### src/rtl/siso_tx_sched_pkg.sv
// Shared types and sizing helpers for the serial TX scheduler.
package siso_pkg;

  typedef enum logic [1:0] {IDLE, START, SHIFT, GAP} tx_state_t;

  // Index width that stays at least one bit wide for tiny n.
  function automatic int unsigned clog2_min1(input int unsigned n);
    return (n <= 2) ? 1 : int'($clog2(n));
  endfunction

endpackage

### src/rtl/siso_tx_sched_rr_arbiter.sv
// Round-robin arbiter: first requester at or after 'start' (wrapping) wins.
module rr_arbiter
  import siso_pkg::*;
#(
  parameter  int unsigned NUM_REQ = 2,
  localparam int unsigned IW      = clog2_min1(NUM_REQ)
) (
  input  logic [NUM_REQ-1:0] req,
  input  logic [IW-1:0]      start,
  input  logic               en,
  output logic [NUM_REQ-1:0] grant,
  output logic [IW-1:0]      idx
);

  logic          found;
  int unsigned   cand;
  logic [IW-1:0] cand_idx;

  always_comb begin
    grant    = '0;
    idx      = '0;
    found    = 1'b0;
    cand     = 0;
    cand_idx = '0;
    for (int unsigned k = 0; k < NUM_REQ; k++) begin
      cand     = (32'(start) + k) % NUM_REQ;
      cand_idx = IW'(cand);
      if (en && !found && req[cand_idx]) begin
        grant[cand_idx] = 1'b1;
        idx             = cand_idx;
        found           = 1'b1;
      end
    end
  end

endmodule

### src/rtl/siso_tx_sched.sv
// Shares one serial lane between NUM_REQ word requesters; frames are
// start bit + W data bits MSB first + GAP idle bit-times, paced by en.
module siso_tx_sched
  import siso_pkg::*;
#(
  parameter  int unsigned NUM_REQ = 2,
  parameter  int unsigned W       = 8,
  parameter  int unsigned GAP     = 1,
  localparam int unsigned IW      = clog2_min1(NUM_REQ)
) (
  input  logic                 clk,
  input  logic                 rst,
  input  logic                 en,
  input  logic [NUM_REQ-1:0]   req_valid,
  input  logic [NUM_REQ*W-1:0] req_data,
  output logic [NUM_REQ-1:0]   req_ready,
  output logic                 serial_out,
  output logic                 busy,
  output logic [IW-1:0]        grant_id,
  output logic                 frame_done
);

  localparam int unsigned CW = clog2_min1(W);
  localparam int unsigned GW = clog2_min1(GAP + 1);

  tx_state_t     state;
  logic [W-1:0]  shreg;
  logic [CW-1:0] bitcnt;
  logic [GW-1:0] gapcnt;
  logic          started;
  logic [IW-1:0] start_idx;
  logic [IW-1:0] win_idx;
  logic [NUM_REQ-1:0] win;
  logic          arb_en;
  logic [W-1:0]  words [NUM_REQ];

  for (genvar i = 0; i < NUM_REQ; i++) begin : g_words
    assign words[i] = req_data[i*W +: W];
  end

  // Until the first grant after reset, requester 0 has top priority.
  always_comb begin
    start_idx = '0;
    if (started && grant_id != IW'(NUM_REQ - 1))
      start_idx = grant_id + IW'(1);
  end

  // frame_done still high in IDLE marks the drain bit-time of a gapless frame.
  assign arb_en    = (state == IDLE) && en && !frame_done && !rst;
  assign req_ready = win;

  rr_arbiter #(.NUM_REQ(NUM_REQ)) u_arb (
    .req   (req_valid),
    .start (start_idx),
    .en    (arb_en),
    .grant (win),
    .idx   (win_idx)
  );

  always_ff @(posedge clk or posedge rst) begin
    if (rst) begin
      state      <= IDLE;
      shreg      <= '0;
      bitcnt     <= '0;
      gapcnt     <= '0;
      started    <= 1'b0;
      serial_out <= 1'b0;
      busy       <= 1'b0;
      grant_id   <= '0;
      frame_done <= 1'b0;
    end else if (en) begin
      case (state)
        IDLE: begin
          if (|win) begin
            shreg      <= words[win_idx];
            grant_id   <= win_idx;
            started    <= 1'b1;
            serial_out <= 1'b1;
            busy       <= 1'b1;
            state      <= START;
          end else begin
            serial_out <= 1'b0;
            frame_done <= 1'b0;
          end
        end
        START: begin
          serial_out <= shreg[W-1];
          shreg      <= {shreg[W-2:0], 1'b0};
          bitcnt     <= CW'(W - 1);
          state      <= SHIFT;
        end
        SHIFT: begin
          serial_out <= shreg[W-1];
          shreg      <= {shreg[W-2:0], 1'b0};
          if (bitcnt == CW'(1)) begin
            bitcnt     <= '0;
            frame_done <= 1'b1;
            if (GAP != 0) begin
              gapcnt <= '0;
              state  <= siso_pkg::GAP;
            end else begin
              busy  <= 1'b0;
              state <= IDLE;
            end
          end else begin
            bitcnt <= bitcnt - CW'(1);
          end
        end
        siso_pkg::GAP: begin
          if (gapcnt == GW'(GAP)) begin
            busy  <= 1'b0;
            state <= IDLE;
          end else begin
            serial_out <= 1'b0;
            frame_done <= 1'b0;
            gapcnt     <= gapcnt + GW'(1);
          end
        end
      endcase
    end
  end

endmodule

### config.mk
export PLATFORM = sky130hd
export DESIGN_NAME = siso_tx_sched
export DESIGN_NICKNAME = d
export VERILOG_FILES = /design/src/rtl/siso_tx_sched_pkg.sv /design/src/rtl/siso_tx_sched_rr_arbiter.sv /design/src/rtl/siso_tx_sched.sv
export SDC_FILE = /design/constraint.sdc
export NUM_CORES = 1
export LEC_CHECK = 0
export ABC_AREA = 1
export BUFFER_PORTS_ARGS = -buffer_cell sky130_fd_sc_hd__buf_2
export CAP_MARGIN = 20
export CORE_ASPECT_RATIO = 0.75
export CORE_MARGIN = 5
export CORE_UTILIZATION = 48
export DETAILED_ROUTE_END_ITERATION = 8
export PLACE_DENSITY = 0.74
export SKIP_CTS_REPAIR_TIMING = 1
export SYNTH_ARGS = -nofsm -noshare
export SYNTH_HDL_FRONTEND = slang
export SYNTH_SLANG_ARGS = --single-unit
### constraint.sdc
create_clock -name clk -period 1.6 [get_ports clk]
set_clock_uncertainty 0.05 [all_clocks]
set_input_delay 0.24 -clock clk [delete_from_list [all_inputs] [get_ports clk]]
set_output_delay 0.24 -clock clk [all_outputs]
set_load 0.01 [all_outputs]
; ---- After elaboration in Yosys (flattened, before gate mapping)
; Index checks and enable logic that the tools add are counted.
[classes]
mux = 37
bitwise = 3
n_eq_ne = 9
reduce_logical = 28
div_mod_pow = 0
shift = 0
magnitude_cmp = 5
mul = 0
addsub = 4
[op_table]
columns = op, count
row1 = 8-bit 2-to-1 mux, 4
row2 = 1-bit 2-to-1 mux, 18
row3 = 8-bit case mux with 2 select lines, 1
row4 = 2-bit 2-to-1 mux, 5
row5 = 1-bit logical AND, 9
row6 = 3-bit AND reduction, 3
row7 = "2-bit != test, second input constant", 4
row8 = 2-bit case mux with 4 select lines, 1
row9 = 4-bit AND reduction, 2
row10 = 2-bit nonzero test, 4
row11 = 1-bit case mux with 3 select lines, 2
row12 = 3-bit case mux with 2 select lines, 1
row13 = 5-bit AND reduction, 1
row14 = "2-bit == test, second input constant", 2
row15 = "1-bit by 2-bit less-than comparator with 1-bit output, second input constant", 2
row16 = 1-bit case mux with 2 select lines, 2
row17 = 2-bit AND reduction, 2
row18 = 2-bit OR reduction, 2
row19 = "1-bit adder, second input constant", 3
row20 = "3-bit by 1-bit == test with 1-bit output, second input constant", 1
row21 = 1-bit logical NOT, 3
row22 = 3-bit 2-to-1 mux, 1
row23 = 3-bit nonzero test, 1
row24 = "3-bit by 1-bit subtractor with 3-bit output, second input constant", 1
row25 = 9 further kinds, 11
[word_totals]
ramBits = 0
latch_bits = 0
memories = 0
ff_bits = 19
inputBits = 21
word_cells = 95
mem_bits_ro = 0

; ---- Depth between registers and ports, before layout
[depth]
depth_word = 17
depth_mapped = 11

; ---- Cells and area by module
; Synthesis repeated with hierarchy kept, for this count alone.
[unflattened]
hier_cells = 159
area_unflattened_um2 = 1207.4
[by_module_without_submodules]
columns = module, cells_per_inst, n_inst, seq_area_each_um2, area_each_um2
row1 = siso_tx_sched, 153, 1, 475.5, 1181.1
row2 = rr_arbiter, 6, 1, 0.0, 26.3

; ---- Least setup slack after synthesis
; OpenSTA, ideal clock, no wires.
[synth_path]
path_type = input -> output
startpoint = input port rst
endpoint = output port req_ready[1]
path_slack_ns = -0.127
path_buffers = 1
arrival_ns = 1.437
path_stages = 6
path_cell_list = inv_1 nand2_1 nor2_8 nand3_4 buf_6 inv_1
[synth_between]
elab_chain_len = 8
word_cells_on_any_way = 10
classes_between = 3 x mux / 1 x bitwise / 6 x reduce/logical
[synth_rtl]
columns = item, line
row1 = start: declaration, siso_tx_sched.sv:12  ; input logic rst,
row2 = 1-bit logical NOT (no source line) *, n/a
row3 = 1-bit logical AND *, siso_tx_sched.sv:49  ; assign arb_en = (state == IDLE) && en && !frame_done && !rst;
row4 = 1-bit logical AND, siso_tx_sched_rr_arbiter.sv:28  ; if (en && !found && req[cand_idx]) begin
row5 = 1-bit 2-to-1 mux, siso_tx_sched_rr_arbiter.sv:28
row6 = 1-bit logical NOT, siso_tx_sched_rr_arbiter.sv:28
row7 = 1-bit logical AND (2 in a row), siso_tx_sched_rr_arbiter.sv:28
row8 = 2-bit 2-to-1 mux *, siso_tx_sched_rr_arbiter.sv:28
row9 = end: declaration, siso_tx_sched.sv:16  ; output logic [NUM_REQ-1:0] req_ready,
; Every way passes the cells marked *; elsewhere a longest branch is shown, timed or not.

; ---- Worst setup path in the final report
[layout_path]
startpoint = register state[0]
endpoint = output port req_ready[1]
[layout_between]
elab_chain_len = 10
word_cells_on_any_way = 12
classes_between = 3 x mux / 1 x bitwise / 8 x reduce/logical
[layout_rtl]
columns = item, line
row1 = start: declaration, siso_tx_sched.sv:26  ; tx_state_t state;
row2 = start signal: assignment, siso_tx_sched.sv:100  ; state <= siso_pkg::GAP;
row3 = 2-bit logical NOT *, siso_tx_sched.sv:49
row4 = 1-bit logical AND * (3 in a row), siso_tx_sched.sv:49
row5 = 1-bit logical AND, siso_tx_sched_rr_arbiter.sv:28
row6 = 1-bit 2-to-1 mux, siso_tx_sched_rr_arbiter.sv:28
row7 = 1-bit logical NOT, siso_tx_sched_rr_arbiter.sv:28
row8 = 1-bit logical AND (2 in a row), siso_tx_sched_rr_arbiter.sv:28
row9 = 2-bit 2-to-1 mux *, siso_tx_sched_rr_arbiter.sv:28
; Marks and branches as above.

==> results.txt <==
- The flow ran to the end, but the final reports show violations.
* Failing checks: setup timing
- Fill cells in the final layout number 213.
* Average detailed-routed wire length per instance: 13.8 um
- Endpoint of the worst-slack reg-to-reg timing path: shreg[5]$_DFFE_PP0P_
* Sink count of the clock tree: 19
- The routed layout has 1347 vias.
* Type of the most critical hold path: in -> reg
* Cell at the root of the clock tree: clkbuf_4
* Signal arrival time at the worst endpoint: 1.50 ns
- Synthesis handed over a netlist of 173 instances.
- Once detailed placement completed, the half-perimeter wirelength came to 2360 um.
- Post-Synthesis Cell Area: 1270 um2
- Entering global routing, the biggest net connects 20 pins.
- The average instance in the mapped netlist occupies 7.34 um2.
* Synthesis Warnings: 0
- Adder-cell share of the synthesized area: 6.90%
- Total global routing overflow: 0
- The startpoint identified for the worst register-to-register timing path is state[0]$_DFFE_PP0P_.
- Maximum vdd drop: 0.957 mV
* Clock latency of the later-clocked register in the worst-skew pair: 0.29 ns
- Antenna diode count: 0
* Commonest non-fill, non-tap cell in the layout: nand2_1
* Layout cells sized above 1: 36.6%
* Synth Area in Simple Gates: 36.7%
- Startpoint of the lowest-slack hold path: req_valid[0]
- The analysis attributes to cell leakage a power of 0.997 nW.
* Share of Yosys cell area claimed by the top area cell type: 37.4%
* Worst hold slack: 0.210 ns
* Overall die width: 69.4 um
- Clock tree synthesis inserted a total of 3 buffers.
* Share of the cycle needed by the critical path after routing: 112%
- Area of the die: 3790 um2
- Cell internal power was estimated by the tool at 1.61 mW.
- Cells fill 69.4% of the core in the end.
* Clock Path Buffers: 2
- R2R setup slack: -0.16 ns
* Count of maximum capacitance violations: 0
- Endpoint, Worst Hold: grant_id$_DFFE_PP0P_
* Number of nets produced by synthesis: 201
- The library cells used most frequently in the layout, excluding fill and tap cells, are 59 x nand2_1, 26 x inv_1, 26 x buf_4.
* Count of input and output buffers: 26
- The floorplan has 16 rows.
- Final Wtd Congestion: 0.783
- For the finished layout, the period the worst path requires is 1.79 ns.
- The setup path with the least slack is of type reg -> out.
- The total count of hold-check failures in the final report is 0.
- The worst pin sits at a relative slew slack of 78.3%.
- Timing would allow up to 0.559 GHz.
- Total iterations of the first detailed-routing run: 4
* Critical path peak fanout: 5
* Smallest setup slack after layout: -0.188 ns
* Layout area overhead: 40.0%
* Via density per instance: 5.12
* Total negative slack: -1.60 ns
- Relative contribution of combinational cells to total power: 65.4%
* Seq. cell area: 475 um2
* CP endpoint kind: primary output
- Net total in the final layout: 256
- Combined area of the multi-input logic cells: 748 um2
- Required time reported for the critical path endpoint: 1.31 ns
* Number of global-route vias before repair: 1097
- Once the floorplan was initialized, standard cells occupied 49.6% of the core.
- Global routing used 16.6% of the available tracks.
* Power density cells: 1690 nW/um2
* Flops & latches, synth: 19
- TritonCTS built the clock tree.
- Number of stages on the worst hold path: 4
- The worst setup path is launched from a flip-flop.
* Antenna viol nets, final: 0
* Placeable core region: 2560 um2
- At the placement stage, the worst setup path has a slack of -0.0863 ns.
* Top-Level Pins: 27
- Number of H-tree levels: 1
- The share of total power dissipated in sequential elements is 26.5%.
- After clock tree synthesis, the clock-pin slew on the worst setup and hold paths is 0.11 ns.
- For this block, the routed nets add up to 3640 um of wire.
- Net switching is 46.3% of the power.
- Xor-xnor portion of the synthesized cell area: 0%
* Part of the power in the clock network: 8.1%
* Worst-Margin Slew: 0.325 ns
- By area, the combinational part of the netlist is dominated by simple AND/OR/NAND/NOR gates.
- Of all cell types, the one taking the most synthesized area is dfrtp_1.
* Post-synthesis sequential area ratio: 37.4%
- Residual DRC count: 0
* RSZ-0062 raised after global routing: yes
* Antenna violations before repair: 0
- The first routing iteration left 189 violations.
- The design draws 3.00 mW.
- Multiplexer cells account for 0% of the synthesized area.
* First-pass GRT wire length: 4910 um
* Net switching component of the power: 1.39 mW
- The final-report max-slew violation count is 0.
- The synthesized netlist devotes 7.29% of its cell area to compound gates.
* Cell types occupying the most area after synthesis: dfrtp_1 37%, nand2_1 18%, inv_1 9.5%, ha_1 6.9%, nand3_1 5.1%
* Total of endpoints with negative setup slack in the final report: 14
- Reg2Reg Depth: 12
- The synthesized netlist contains 27 unique library cells.
- The die is 54.5 um tall.
flip-flops by register name (all words and copies together) (netlist names):
| register | cells |
|---|---|
| bitcnt | 3 |
| busy | 1 |
| frame_done | 1 |
| gapcnt | 1 |
| grant_id | 1 |
| serial_out | 1 |
| shreg | 8 |
| started | 1 |
| state | 2 |
layout make-up:
cell class,count,area share (%)
Timing Repair Buffer,53,19.6
Clock buffer,4,1.48
Multi-Input combinational cell,118,42.1
Sequential cell,19,26.7
Inverter,33,7.60
Tap cell,36,2.53
worst max path at each step:
| stage | from | slack [ns] | cells past startpoint | endpoint |
|---|---|---|---|---|
| finish | state[0]$_DFFE_PP0P_ | -0.19 | 7 | req_ready[1] |
| global placement | state[0]$_DFFE_PP0P_ | 0.05 | 10 | shreg[4]$_DFFE_PP0P_ |
| floorplan | state[0]$_DFFE_PP0P_ | 0.02 | 7 | req_ready[1] |
| CTS | state[0]$_DFFE_PP0P_ | -0.35 | 7 | req_ready[1] |
| detailed placement | state[0]$_DFFE_PP0P_ | -0.09 | 10 | shreg[3]$_DFFE_PP0P_ |
| global route | state[0]$_DFFE_PP0P_ | -0.28 | 12 | shreg[5]$_DFFE_PP0P_ |
per-layer routing:
layer  routed length (um)  GRT usage (%)  share of wire [%]
met1                 1550           22.3                 43
met2                 1720           26.6                 47
met3                  286           4.95                7.9
met4                   88           3.90                2.4
met5                    0              0                  0
stage by stage:
step / instance area, um2 / cells
2_1_floorplan: 1280 / 173
3_3_place_gp: 1510 / 243
3_5_place_dp: 1510 / 243
4_1_cts: 1540 / 247
5_1_grt: 1780 / 263
6_report: 1780 / 263
power groups by stage:
| stage | registers [mW] | logic [mW] | clock network (mW) |
|---|---|---|---|
| finish | 0.796 | 1.96 | 0.243 |
| global route | 0.817 | 2.16 | 0.273 |
| CTS | 0.787 | 1.51 | 0.251 |
| detailed placement | 0.795 | 1.50 | 0 |
| global placement | 0.782 | 1.45 | 0 |
| floorplan | 0.803 | 0.993 | 0 |
synth_stat cells (all sizes together):
cell type  number
buf             2
a21o            1
o21ai           3
a22oi           1
nor3            1
dfrtp          19
a31oi           2
or2             1
nand3          16
a21boi          1
nand4          10
clkbuf          1
a32o            1
nor2            5
clkinv          1
a21oi           5
nand2          63
ha              7
o21a            1
inv            32
worst max-delay path: stages (launching register included):
cell     delay [ns]
dfrtp_1        0.43
inv_2          0.11
ha_4           0.16
nand2_4        0.07
nor2_8         0.15
nand3_4        0.11
inv_2          0.07
buf_6          0.09
cell families after synthesis:
kind of cell             Yosys count
AO/OA/AOI/OAI                     15
flip-flops                        19
adder cells (fa/ha/maj)            7
buffers and inverters             36
AND/OR/NAND/NOR                   96
No activity file was read; power rests on OpenSTA's default activity.
